[src/rtl/multdiv_ctrl.sv]
// Sequencer for the shared multiply/divide datapath (radix-4 Booth multiply, non-restoring divide).
// Divide sequencing is built only when MULTDIV_DIV_EN is defined; otherwise ctrl_DIV reports an exception.
module multdiv_ctrl #(
  parameter int MULT_STEPS = 16,
  parameter int DIV_STEPS  = 32
) (
  input  logic       clk,
  input  logic       rst,
  input  logic       ctrl_MULT,
  input  logic       ctrl_DIV,
  input  logic [2:0] booth_bits,
  input  logic       rem_neg,
  input  logic       divisor_zero,
  input  logic       mult_ovf,
  output logic [1:0] prod_sel,
  output logic       prod_en,
  output logic       mcand_en,
  output logic       add_sub,
  output logic       addend_x2,
  output logic       is_div,
  output logic [5:0] count,
  output logic       busy,
  output logic       data_resultRDY,
  output logic       data_exception
);

  typedef enum logic [1:0] {S_IDLE, S_LOAD, S_RUN, S_DONE} state_t;

  localparam logic [5:0] MULT_LAST = 6'(MULT_STEPS - 1);
  localparam logic [5:0] DIV_LAST  = 6'(DIV_STEPS - 1);

  state_t     r_state;
  logic       r_op_div;
  logic       r_exc;
  logic [5:0] r_count;

  logic w_start;
  logic w_start_div;
  logic w_last;

  // Multiply wins when both start pulses arrive together.
  assign w_start     = ctrl_MULT | ctrl_DIV;
  assign w_start_div = ctrl_DIV & ~ctrl_MULT;
  assign w_last      = (r_count == (r_op_div ? DIV_LAST : MULT_LAST));

`ifndef MULTDIV_DIV_EN
  logic w_unused;
  assign w_unused = ^{rem_neg, divisor_zero};
`endif

  // NOTE: state registers use non-blocking assignments so every flop samples pre-edge values.
  always_ff @(posedge clk) begin
    if (rst) begin
      r_state  <= S_IDLE;
      r_op_div <= 1'b0;
      r_exc    <= 1'b0;
      r_count  <= 6'd0;
    end else if (w_start) begin
      r_op_div <= w_start_div;
      r_count  <= 6'd0;
`ifdef MULTDIV_DIV_EN
      r_state  <= S_LOAD;
      r_exc    <= 1'b0;
`else
      r_state  <= w_start_div ? S_DONE : S_LOAD;
      r_exc    <= w_start_div;
`endif
    end else begin
      case (r_state)
        S_LOAD: begin
          r_state <= S_RUN;
`ifdef MULTDIV_DIV_EN
          r_exc   <= r_op_div & divisor_zero;
`endif
        end
        S_RUN: begin
          r_count <= r_count + 6'd1;
          if (w_last) r_state <= S_DONE;
        end
        S_DONE:  r_state <= S_IDLE;
        default: r_state <= S_IDLE;
      endcase
    end
  end

  // NOTE: every output gets a default first so the decode cannot infer a latch.
  always_comb begin
    prod_sel  = 2'b00;
    prod_en   = 1'b0;
    mcand_en  = 1'b0;
    add_sub   = 1'b0;
    addend_x2 = 1'b0;
    case (r_state)
      S_LOAD: begin
        prod_sel = 2'b10;
        prod_en  = 1'b1;
        mcand_en = 1'b1;
      end
      S_RUN: begin
        prod_en = 1'b1;
`ifdef MULTDIV_DIV_EN
        if (r_op_div) begin
          prod_sel = 2'b01;
          add_sub  = (r_count == 6'd0) | ~rem_neg;
        end else begin
`else
        begin
`endif
          // Radix-4 Booth digit: 0, +M, +2M, -2M, -M.
          case (booth_bits)
            3'b001, 3'b010: prod_sel = 2'b01;
            3'b011: begin
              prod_sel  = 2'b01;
              addend_x2 = 1'b1;
            end
            3'b100: begin
              prod_sel  = 2'b01;
              add_sub   = 1'b1;
              addend_x2 = 1'b1;
            end
            3'b101, 3'b110: begin
              prod_sel = 2'b01;
              add_sub  = 1'b1;
            end
            default: prod_sel = 2'b00;
          endcase
        end
      end
      default: ;
    endcase
  end

`ifdef MULTDIV_DIV_EN
  assign is_div = r_op_div;
`else
  assign is_div = 1'b0;
`endif

  assign count          = r_count;
  assign busy           = (r_state == S_LOAD) || (r_state == S_RUN);
  assign data_resultRDY = (r_state == S_DONE);
  assign data_exception = data_resultRDY & (r_op_div ? r_exc : mult_ovf);

endmodule

[config.mk]
export PLATFORM = sky130hd
export DESIGN_NAME = multdiv_ctrl
export DESIGN_NICKNAME = d
export VERILOG_FILES = /design/src/rtl/multdiv_ctrl.sv
export SDC_FILE = /design/constraint.sdc
export NUM_CORES = 1
export LEC_CHECK = 0
export BUFFER_PORTS_ARGS = -buffer_cell sky130_fd_sc_hd__buf_2
export CORE_AREA = 2 2 39 41
export DETAILED_ROUTE_END_ITERATION = 8
export DIE_AREA = 0 0 41 43
export HOLD_SLACK_MARGIN = 0.02
export PLACE_DENSITY = 0.74
export SLEW_MARGIN = 5
export SYNTH_ARGS = -nofsm -noshare
export SYNTH_HDL_FRONTEND = slang
export SYNTH_SLANG_ARGS = --single-unit
export TNS_END_PERCENT = 10
[constraint.sdc]
create_clock -name clk -period 1.68 [get_ports clk]
set_input_delay 0.336 -clock clk [delete_from_list [all_inputs] [get_ports clk]]
set_output_delay 0.336 -clock clk [all_outputs]
set_load 0.01 [all_outputs]
## Yosys cells after proc, flatten, opt, wreduce, memory -nomap -nowiden

Index checks and enable logic that the tools add are counted.

- Register bits after elaboration: 9
- Input bits: 10
- Output and inout port bits: 16
- Logic and storage cells: 39

- Add/sub/neg operators: 1
- Eq/ne operators: 11
- Mux-type cells: 14
- Bitwise logic cells: 4
- Reduce and logical (&&, ||, !) cells: 6

Operator list:

| cell | count |
|---|---|
| 3-bit == test, second input constant | 3 |
| 1-bit 2-to-1 mux | 8 |
| 2-bit case mux with 2 select lines | 2 |
| 6-bit by 1-bit adder with 6-bit output, second input constant | 1 |
| 3-bit by 2-bit == test with 1-bit output, second input constant | 2 |
| 6-bit by 5-bit == test with 1-bit output | 1 |
| 2-bit 2-to-1 mux | 3 |
| 2-bit OR reduction | 3 |
| 6-bit OR reduction | 1 |
| 5-bit 2-to-1 mux | 1 |
| 2-bit == test, second input constant | 2 |
| 3-bit by 1-bit == test with 1-bit output, second input constant | 1 |
| 3-bit != test, second input constant | 1 |
| 3-bit OR reduction | 1 |
| 1-bit AND | 2 |
| 2-bit by 1-bit == test with 1-bit output, second input constant | 1 |
| 1-bit logical OR | 1 |
| 1-bit inverter | 1 |
| 1-bit OR | 1 |

## Depth between registers and ports, before layout

Gate-level depths: netlist (run 1).

- Depth after elaboration: 5
- Mapped depth: 6
- Gate-level depth less buffers: 5

## Worst setup path before layout (run 1)

Ideal clock, no wire load.

- Path kind: reg-to-output
- Start point: reg r_state[0]
- End point: out prod_sel[0]
- Data arrival time: 1.180 ns
- Data required time: 1.344 ns
- Path slack: 0.164 ns
- Stages on the path, launching flop included: 6
- Path buffers: 1
- Path through: dfxtp_1 -> inv_1 -> ha_1 -> buf_4 -> inv_1 -> nor4_1

- Longest elaborated chain between the ends: 2
- Elaborated cells between the ends (all ways): 3
- Classes of those cells: eq/ne: 2; mux: 1

RTL lines:

| item | RTL line | RTL |
|---|---|---|
| start: declaration | 32 | `state_t r_state;` |
| start signal: assignment | 65 | `r_state <= w_start_div ? S_DONE : S_LOAD;` |
| 2-bit == test or 2-bit by 1-bit == test with 1-bit output (tied branches) | 93 | `case (r_state)` |
| 2-bit case mux with 2 select lines (*) | 93 |  |
| end: declaration | 15 | `output logic [1:0] prod_sel,` |

Every way passes the cells marked *; elsewhere a longest branch is shown, timed or not.

## Final worst setup path (run 1)

- Start point: reg r_state[1]
- End point: out prod_sel[0]

The elaborated chain is that of the path after synthesis.

==> results_dict.tcl, run 1 <==
set metrics [dict create \
    drc_errors 0 \
    slowest_delay_ns 0.39 \
    grt_pass1_vias 457 \
    cts_inserted_buffers 3 \
    critical_path.cell_chain "ha_4, inv_2, nor4_2, buf_2" \
    crit_family "flip-flops" \
    grt_max_degree 8 \
    synth_edf_count 0 \
    cts_num_sinks 9 \
    finalHoldViolCount 0 \
    wl_per_cell_um 11.2 \
    fin_tns_setup_ns 0 \
    crit_buf_inv 2 \
    status "complete, no violations" \
    power_density_nw_per_um2 649 \
    initial_core_util 0.410 \
    cts.reportedPaths.clkPinSlew_ns 0.06 \
    dp_cells 101 \
    synth_area_leader_cell "dfxtp_1" \
    via_per_inst 5.02 \
    holdBufCountCts 0 \
    p_comb_frac 0.194 \
    diodes 0 \
    switching_share 0.269 \
    die_y_um 43 \
    synthFlopType "dfxtp_1" \
    holdWs_ns 0.275 \
    grt_antenna_before_repair 0 \
    synth-async-reset-ratio 0 \
    dr.pass1.iters 4 \
    drtAntennaViolNets 0 \
    yosys.cell_types.count 26 \
    dieArea_um2 1760 \
    drv_slew 0 \
    maxCapViolCount 0 \
    p_leak_nw 0.349 \
    p_clk_frac 0.340 \
    ys_top_cells_by_area "dfxtp_1 32%, ha_1 11%, buf_4 5.3%" \
    nets 108 \
    clock_latency_ns 0.26 \
    cts_tree "done" \
    drt_iter0_drc 3 \
    design.portCount 26 \
    syn-num-nets 82 \
    fin_skew_ns 0.00710 \
    drive_gt1_frac 0.413 \
    yosysMostFrequentCell "dfxtp_1" \
    syn_inst 67 \
    grt_usage 0.150 \
    cts_buffer_depth 2 \
    arrival_ns 1.27 \
    min_from "rst" \
    r2r_slack_ns 0.20 \
    synthTopCellsByCount "9 x dfxtp_1, 6 x inv_1, 6 x nor2_1" \
    row_count 14 \
    cell_internal_pwr_uw 354 \
    nFillCells 146 \
    crit_type "register to output pin" \
    critical_path.max_fanout 5 \
    grt_setup_unrepaired "no" \
    peakVddDrop_mv 0.302 \
    ys_ff_latch 9 \
    finalSetupViolCount 0 \
    max_freq_mhz 623 \
    crit_required_ns 1.34 \
    worstSetupStartpointType "register" \
    min_period_over_period 0.956 \
    die_w_um 41 \
    core_area_um2 1380 \
    seqPwrFrac 0.465 \
    area_growth_pct 31.5 \
    multi_input_area_um2 350 \
    crit_start "r_state[1]" \
    cts-root-buf "clkbuf_4" \
    yosysWarnings 0 \
    io_buffers 22 \
    vias 542 \
    ff_latch_area_um2 185 \
    overflow 0 \
    synth_seq_area_share 0.317 \
    synth_largest_type_area_fraction 0.317 \
    drt_wl_total_um 1210 \
    cp_slowest_cell "dfxtp_2" \
    fin_cells 108 \
    final.min_clock_period_ns 1.61 \
    cts_max_level 1 \
    gp_congestion 0.686 \
    crit_path_end_kind "output pin" \
    p_switching_uw 130 \
    syn_avg_cell_area_um2 8.48 \
    hold_class "input pin to register" \
    r2r-start "count[0]" \
    synthesis.area_um2 568 \
    grt_pass1_wl_um 1840 \
]
==> per-stage QoR <==
stage | area (um^2) | setup WS [ns] | util | power [mW]
global route | 747 | 0.00169 | 0.540 | 0.518
global placement | 672 | 0.135 | 0.486 | 0.307
CTS | 713 | 0.0129 | 0.515 | 0.480
floorplan | 568 | 0.164 | - | 0.282
detailed placement | 672 | 0.138 | 0.486 | 0.307
finish | 747 | 0.0747 | 0.540 | 0.484
==> layout make-up <==
type | instances | area share
Multi-Input combinational cell | 47 | 0.469
Clock buffer | 4 | 0.0352
Tap cell | 16 | 0.0268
Sequential cell | 9 | 0.248
Timing Repair Buffer | 26 | 0.188
Inverter | 6 | 0.0335
==> kinds of logic (layout without fill, tap and decap cells) <==
logic type               count (synthesis)  count (layout)  share of synthesized area
AO/OA/AOI/OAI                            8               8                     0.0969
XOR/XNOR                                 5               5                     0.0771
adder cells (fa/ha/maj)                  5               5                      0.110
buffers and inverters                   11              36                     0.0991
flip-flops                               9               9                      0.317
multiplexers                             2               2                     0.0352
other                                    1               1                    0.00660
AND/OR/NAND/NOR                         26              26                      0.258
==> power by group through the flow <==
stage	clock [mW]	combinational, mW	sequential, mW
final	0.165	0.0941	0.225
after global routing	0.185	0.106	0.226
after CTS	0.171	0.0838	0.225
after detailed placement	0	0.0788	0.229
after global placement	0	0.0779	0.229
after floorplan	0	0.0544	0.228
==> per-layer routing <==
| layer | vias up | global-route usage | share of wire |
|---|---|---|---|
| li1 | 279 | - | - |
| met1 | 247 | 0.172 | 0.43 |
| met2 | 16 | 0.253 | 0.52 |
| met3 | 0 | 0.0314 | 0.045 |
| met4 | 0 | 0.0600 | 0 |
| met5 | - | 0 | 0 |
==> timing repair <==
item | CTS | global route
setup endpoints to repair | 1 | 1
gates resized for setup | 5 | 4
pin swaps | 1 | 2
setup buffers | 0 | 3
==> sequential cells by signal (all words and copies together) (netlist names) <==
name / cells
count: 6
r_state: 2
r_exc: 1
==> cells in the final DEF, fill, tap and decap left out, drive strengths merged <==
master,instances
nand4,2
conb,1
nor3,3
or4b,1
buf,26
dfxtp,9
ha,5
clkbuf,4
nand3b,1
o211ai,1
or3b,1
and4b,1
o21a,1
a2111oi,1
o21ai,1
nor4,3
or3,2
nor2,6
mux2i,2
xnor2,2
nand2,4
and3,2
a21oi,4
inv,6
xor2,3
==> worst paths after layout <==
path / to / cells after the start
setup / recovery: prod_sel[0] / 4
hold / removal: r_state[0] / 2
setup reg to reg: r_state[1] / 4
hold reg to reg: count[5] / 2
(Power assumes the default switching activity.)
==> run 2: changes to the inputs <==
- RECOVER_POWER: not set -> 50
==> results_dict.tcl, run 2 (synthesis results as in run 1) <==
set metrics [dict create \
    core_area_um2 1380 \
    vias 548 \
    grt_max_degree 8 \
    cts-root-buf "clkbuf_4" \
    finalSetupViolCount 0 \
    wl_per_cell_um 11.3 \
    clock_latency_ns 0.26 \
    cts_max_level 1 \
    die_y_um 43 \
    min_from "rst" \
    dieArea_um2 1760 \
    power_density_nw_per_um2 656 \
    status "complete, no violations" \
    nets 108 \
    gp_congestion 0.686 \
    peakVddDrop_mv 0.301 \
    fin_area_um2 736 \
    maxCapViolCount 0 \
    cts_inserted_buffers 3 \
    fin_tns_setup_ns 0 \
    fin_total_pwr_uw 483 \
    drt_iter0_drc 2 \
    drc_errors 0 \
    via_per_inst 5.07 \
    die_w_um 41 \
    grt_pass1_wl_um 1840 \
    cts.reportedPaths.clkPinSlew_ns 0.06 \
    r2r_cells 4 \
    dr.pass1.iters 4 \
    area_growth_pct 29.5 \
    diodes 0 \
    final_common_cell "buf_2" \
    drtAntennaViolNets 0 \
    crit_start "r_state[1]" \
    max_freq_mhz 623 \
    grt_pass1_vias 457 \
    finalHoldViolCount 0 \
    initial_core_util 0.410 \
    critical_path.cell_chain "ha_4, inv_2, nor4_2, buf_2" \
    holdBufCountCts 0 \
    row_count 14 \
    grt_usage 0.150 \
    crit_type "register to output pin" \
    crit_path_end_kind "output pin" \
    cts_num_sinks 9 \
    min_period_over_period 0.955 \
    worstSetupStartpointType "register" \
    whs_path_depth 2 \
    crit_required_ns 1.34 \
    design.portCount 26 \
    arrival_ns 1.27 \
    drive_gt1_frac 0.337 \
    p_leak_nw 0.319 \
    grt_antenna_before_repair 0 \
    dpl_cell_area_um2 672 \
    cp_slowest_cell "dfxtp_2" \
    largest_reg_flops 6 \
    drt_wl_total_um 1220 \
    r2r-start "count[0]" \
    nFillCells 149 \
    fin_skew_ns 0.00740 \
    drv_slew 0 \
    hold_class "input pin to register" \
    cts_buffer_depth 2 \
    overflow 0 \
    final_cell_mix "16 x buf_2, 8 x clkbuf_1, 7 x dfxtp_1" \
    final.min_clock_period_ns 1.60 \
    io_buffers 22 \
    grt_setup_unrepaired "no" \
    slowest_delay_ns 0.39 \
    critical_path.max_fanout 5 \
    cts_tree "done" \
]
[run 2: cell count changes in the layout (fill, tap and decap cells not counted)]
cell	change
clkbuf_1	+7
buf_2	-6
buf_4	-1
[run 2: power by group]
group / switching (mW) / internal (mW) / total (mW)
Clock: 0.0730 / 0.0913 / 0.164
Combinational: 0.0499 / 0.0431 / 0.0930
Sequential: 0.00671 / 0.219 / 0.225
[run 2: metal layers]
layer / global-route usage / up-vias / wire length (um)
met5: 0 / - / 0
met4: 0.0600 / 0 / 0
met3: 0.0314 / 0 / 56
met2: 0.253 / 16 / 638
met1: 0.172 / 252 / 527
li1: - / 280 / -
[run 2: layout make-up]
cell class / instances / area, um^2 / share of cell area
clock buffers: 4 / 26.3 / 0.0357
multi-input cells: 47 / 350 / 0.476
inverters: 6 / 25.0 / 0.0340
flip-flops and latches: 9 / 185 / 0.252
well taps: 16 / 20.0 / 0.0272
repair buffers: 26 / 129 / 0.175
[run 2: metrics by stage]
stage               utilization  worst slack (ns)  hold slack [ns]  cells
detailed placement        0.486             0.138            0.491    101
global placement          0.486             0.135            0.486    101
CTS                       0.515            0.0129            0.273    105
global route              0.532           0.00169            0.268    108
floorplan                     -             0.164            0.413     67
finish                    0.532            0.0756            0.276    108
[run 2: worst paths after layout]
check / slack, ns / endpoint
worst max-delay path: 0.08 / prod_sel[0]
worst min-delay path: 0.28 / r_state[0]
worst min register to register: 0.50 / count[5]
worst max register to register: 0.20 / r_state[1]
[run 2: critical path: cells and delay by family (launching register included)]
family,cells,cell delay (ns)
flops,1,0.39
buf+inv,2,0.21
simple gates,1,0.24
fa+ha+maj,1,0.16
[run 2: repair_timing]
action,4_1_cts,5_1_grt
pin swaps,1,2
endpoints found under the setup margin,1,1
cloned,0,0
resized for setup,5,4
buffers inserted,0,3
==> run 3: changes to the inputs <==
- REMOVE_ABC_BUFFERS: not set -> 1
==> results_dict.tcl, run 3 (synthesis results as in run 1) <==
set metrics [dict create \
    die_w_um 41 \
    r2r-start "count[0]" \
    crit_type "register to output pin" \
    final_common_cell "buf_2" \
    cp_slowest_cell "dfxtp_4" \
    grt_max_degree 8 \
    min_from "rst" \
    maxCapViolCount 0 \
    r2r_cells 4 \
    row_count 14 \
    io_buffers 22 \
    grt_setup_unrepaired "no" \
    area_growth_pct 28.6 \
    arrival_ns 1.23 \
    whs_path_depth 2 \
    r2r_end "r_state[1]" \
    hold_class "input pin to register" \
    design.portCount 26 \
    r2r_slack_ns 0.24 \
    via_per_inst 5.20 \
    largest_reg_flops 6 \
    cts_max_level 1 \
    drc_errors 0 \
    gp_congestion 0.771 \
    cts_num_sinks 9 \
    critical_path.cell_chain "inv_4, ha_4, nor4_2, buf_2" \
    diodes 0 \
    vias 556 \
    critical_path.max_fanout 2 \
    drv_slew 0 \
    initial_core_util 0.410 \
    finalSetupViolCount 0 \
    grt_pass1_wl_um 1790 \
    nets 107 \
    drive_gt1_frac 0.330 \
    drt_iter0_drc 6 \
    status "complete, no violations" \
    dr.pass1.iters 4 \
    wl_per_cell_um 10.4 \
    peakVddDrop_mv 0.368 \
    fin_tns_setup_ns 0 \
    crit_required_ns 1.34 \
    cts_buffer_depth 2 \
    min_period_over_period 0.932 \
    overflow 0 \
    finalHoldViolCount 0 \
    crit_start "r_state[0]" \
    hpwl_um 842 \
    grt_antenna_before_repair 0 \
    drt_wl_total_um 1120 \
    holdBufCountCts 0 \
    die_y_um 43 \
    p_leak_nw 0.314 \
    final.min_clock_period_ns 1.57 \
    slowest_delay_ns 0.36 \
    grt_usage 0.154 \
    grt_pass1_vias 422 \
    clock_latency_ns 0.26 \
    cts-root-buf "clkbuf_4" \
    final_cell_mix "16 x buf_2, 8 x clkbuf_1, 7 x dfxtp_1" \
    endpoint "prod_sel[0]" \
    power_density_nw_per_um2 664 \
    fin_skew_ns 0.00282 \
    worstSetupStartpointType "register" \
    core_area_um2 1380 \
    crit_path_end_kind "output pin" \
    cts.reportedPaths.clkPinSlew_ns 0.06 \
    cts_inserted_buffers 3 \
    cts_tree "done" \
    setup_ws_ns 0.114 \
    dieArea_um2 1760 \
    drtAntennaViolNets 0 \
    place_ws_ns 0.122 \
    max_freq_mhz 639 \
]
## run 3: cell type report
type                    instances  area (um^2)
well taps                      16         20.0
fillers                       162          653
flip-flops and latches          9          188
inverters                       6         25.0
multi-input cells              47          350
repair buffers                 25          121
clock buffers                   4         26.3
## run 3: power by group
part           switching, mW  internal (mW)
sequential           0.00642          0.218
clock                 0.0793         0.0917
combinational         0.0491         0.0404
## run 3: how the worst min path moves through the flow
stage / to / slack [ns]
6_report: r_exc / 0.28
5_1_grt: r_exc / 0.27
4_1_cts: r_state[0] / 0.27
3_5_place_dp: count[5] / 0.49
3_3_place_gp: count[5] / 0.48
2_1_floorplan: r_exc / 0.41
## run 3: per-layer routing
layer,part of all wire,wire [um],up-vias,GRT usage
met5,0,0,-,0
met4,0.0063,7,0,0.100
met3,0.055,61,2,0.0628
met2,0.48,534,14,0.203
met1,0.46,513,258,0.198
li1,-,-,282,-
## run 3: worst max-delay path: cells and delay by family, from the launching register on
kind                       cells  cell delay (ns)
adders and majority gates      1             0.23
and+or+nand+nor                1             0.18
DFF                            1             0.36
buffers and inverters          2             0.20
## run 3: timing repair
item | CTS | global route
pin swaps | 1 | 1
setup buffers | 1 | 1
endpoints found under the setup margin | 2 | 1
resized for setup | 5 | 5
endpoints found under the hold margin | 0 | 0
## run 3: through the flow
| stage | hold slack [ns] | instance area (um^2) | total power, mW | cells | utilization |
|---|---|---|---|---|---|
| 3_3_place_gp | 0.483 | 672 | 0.306 | 101 | 0.486 |
| 2_1_floorplan | 0.413 | 534 | 0.271 | 62 | - |
| 6_report | 0.279 | 731 | 0.485 | 107 | 0.528 |
| 3_5_place_dp | 0.491 | 672 | 0.308 | 101 | 0.486 |
| 4_1_cts | 0.269 | 721 | 0.491 | 106 | 0.521 |
| 5_1_grt | 0.273 | 731 | 0.525 | 107 | 0.528 |
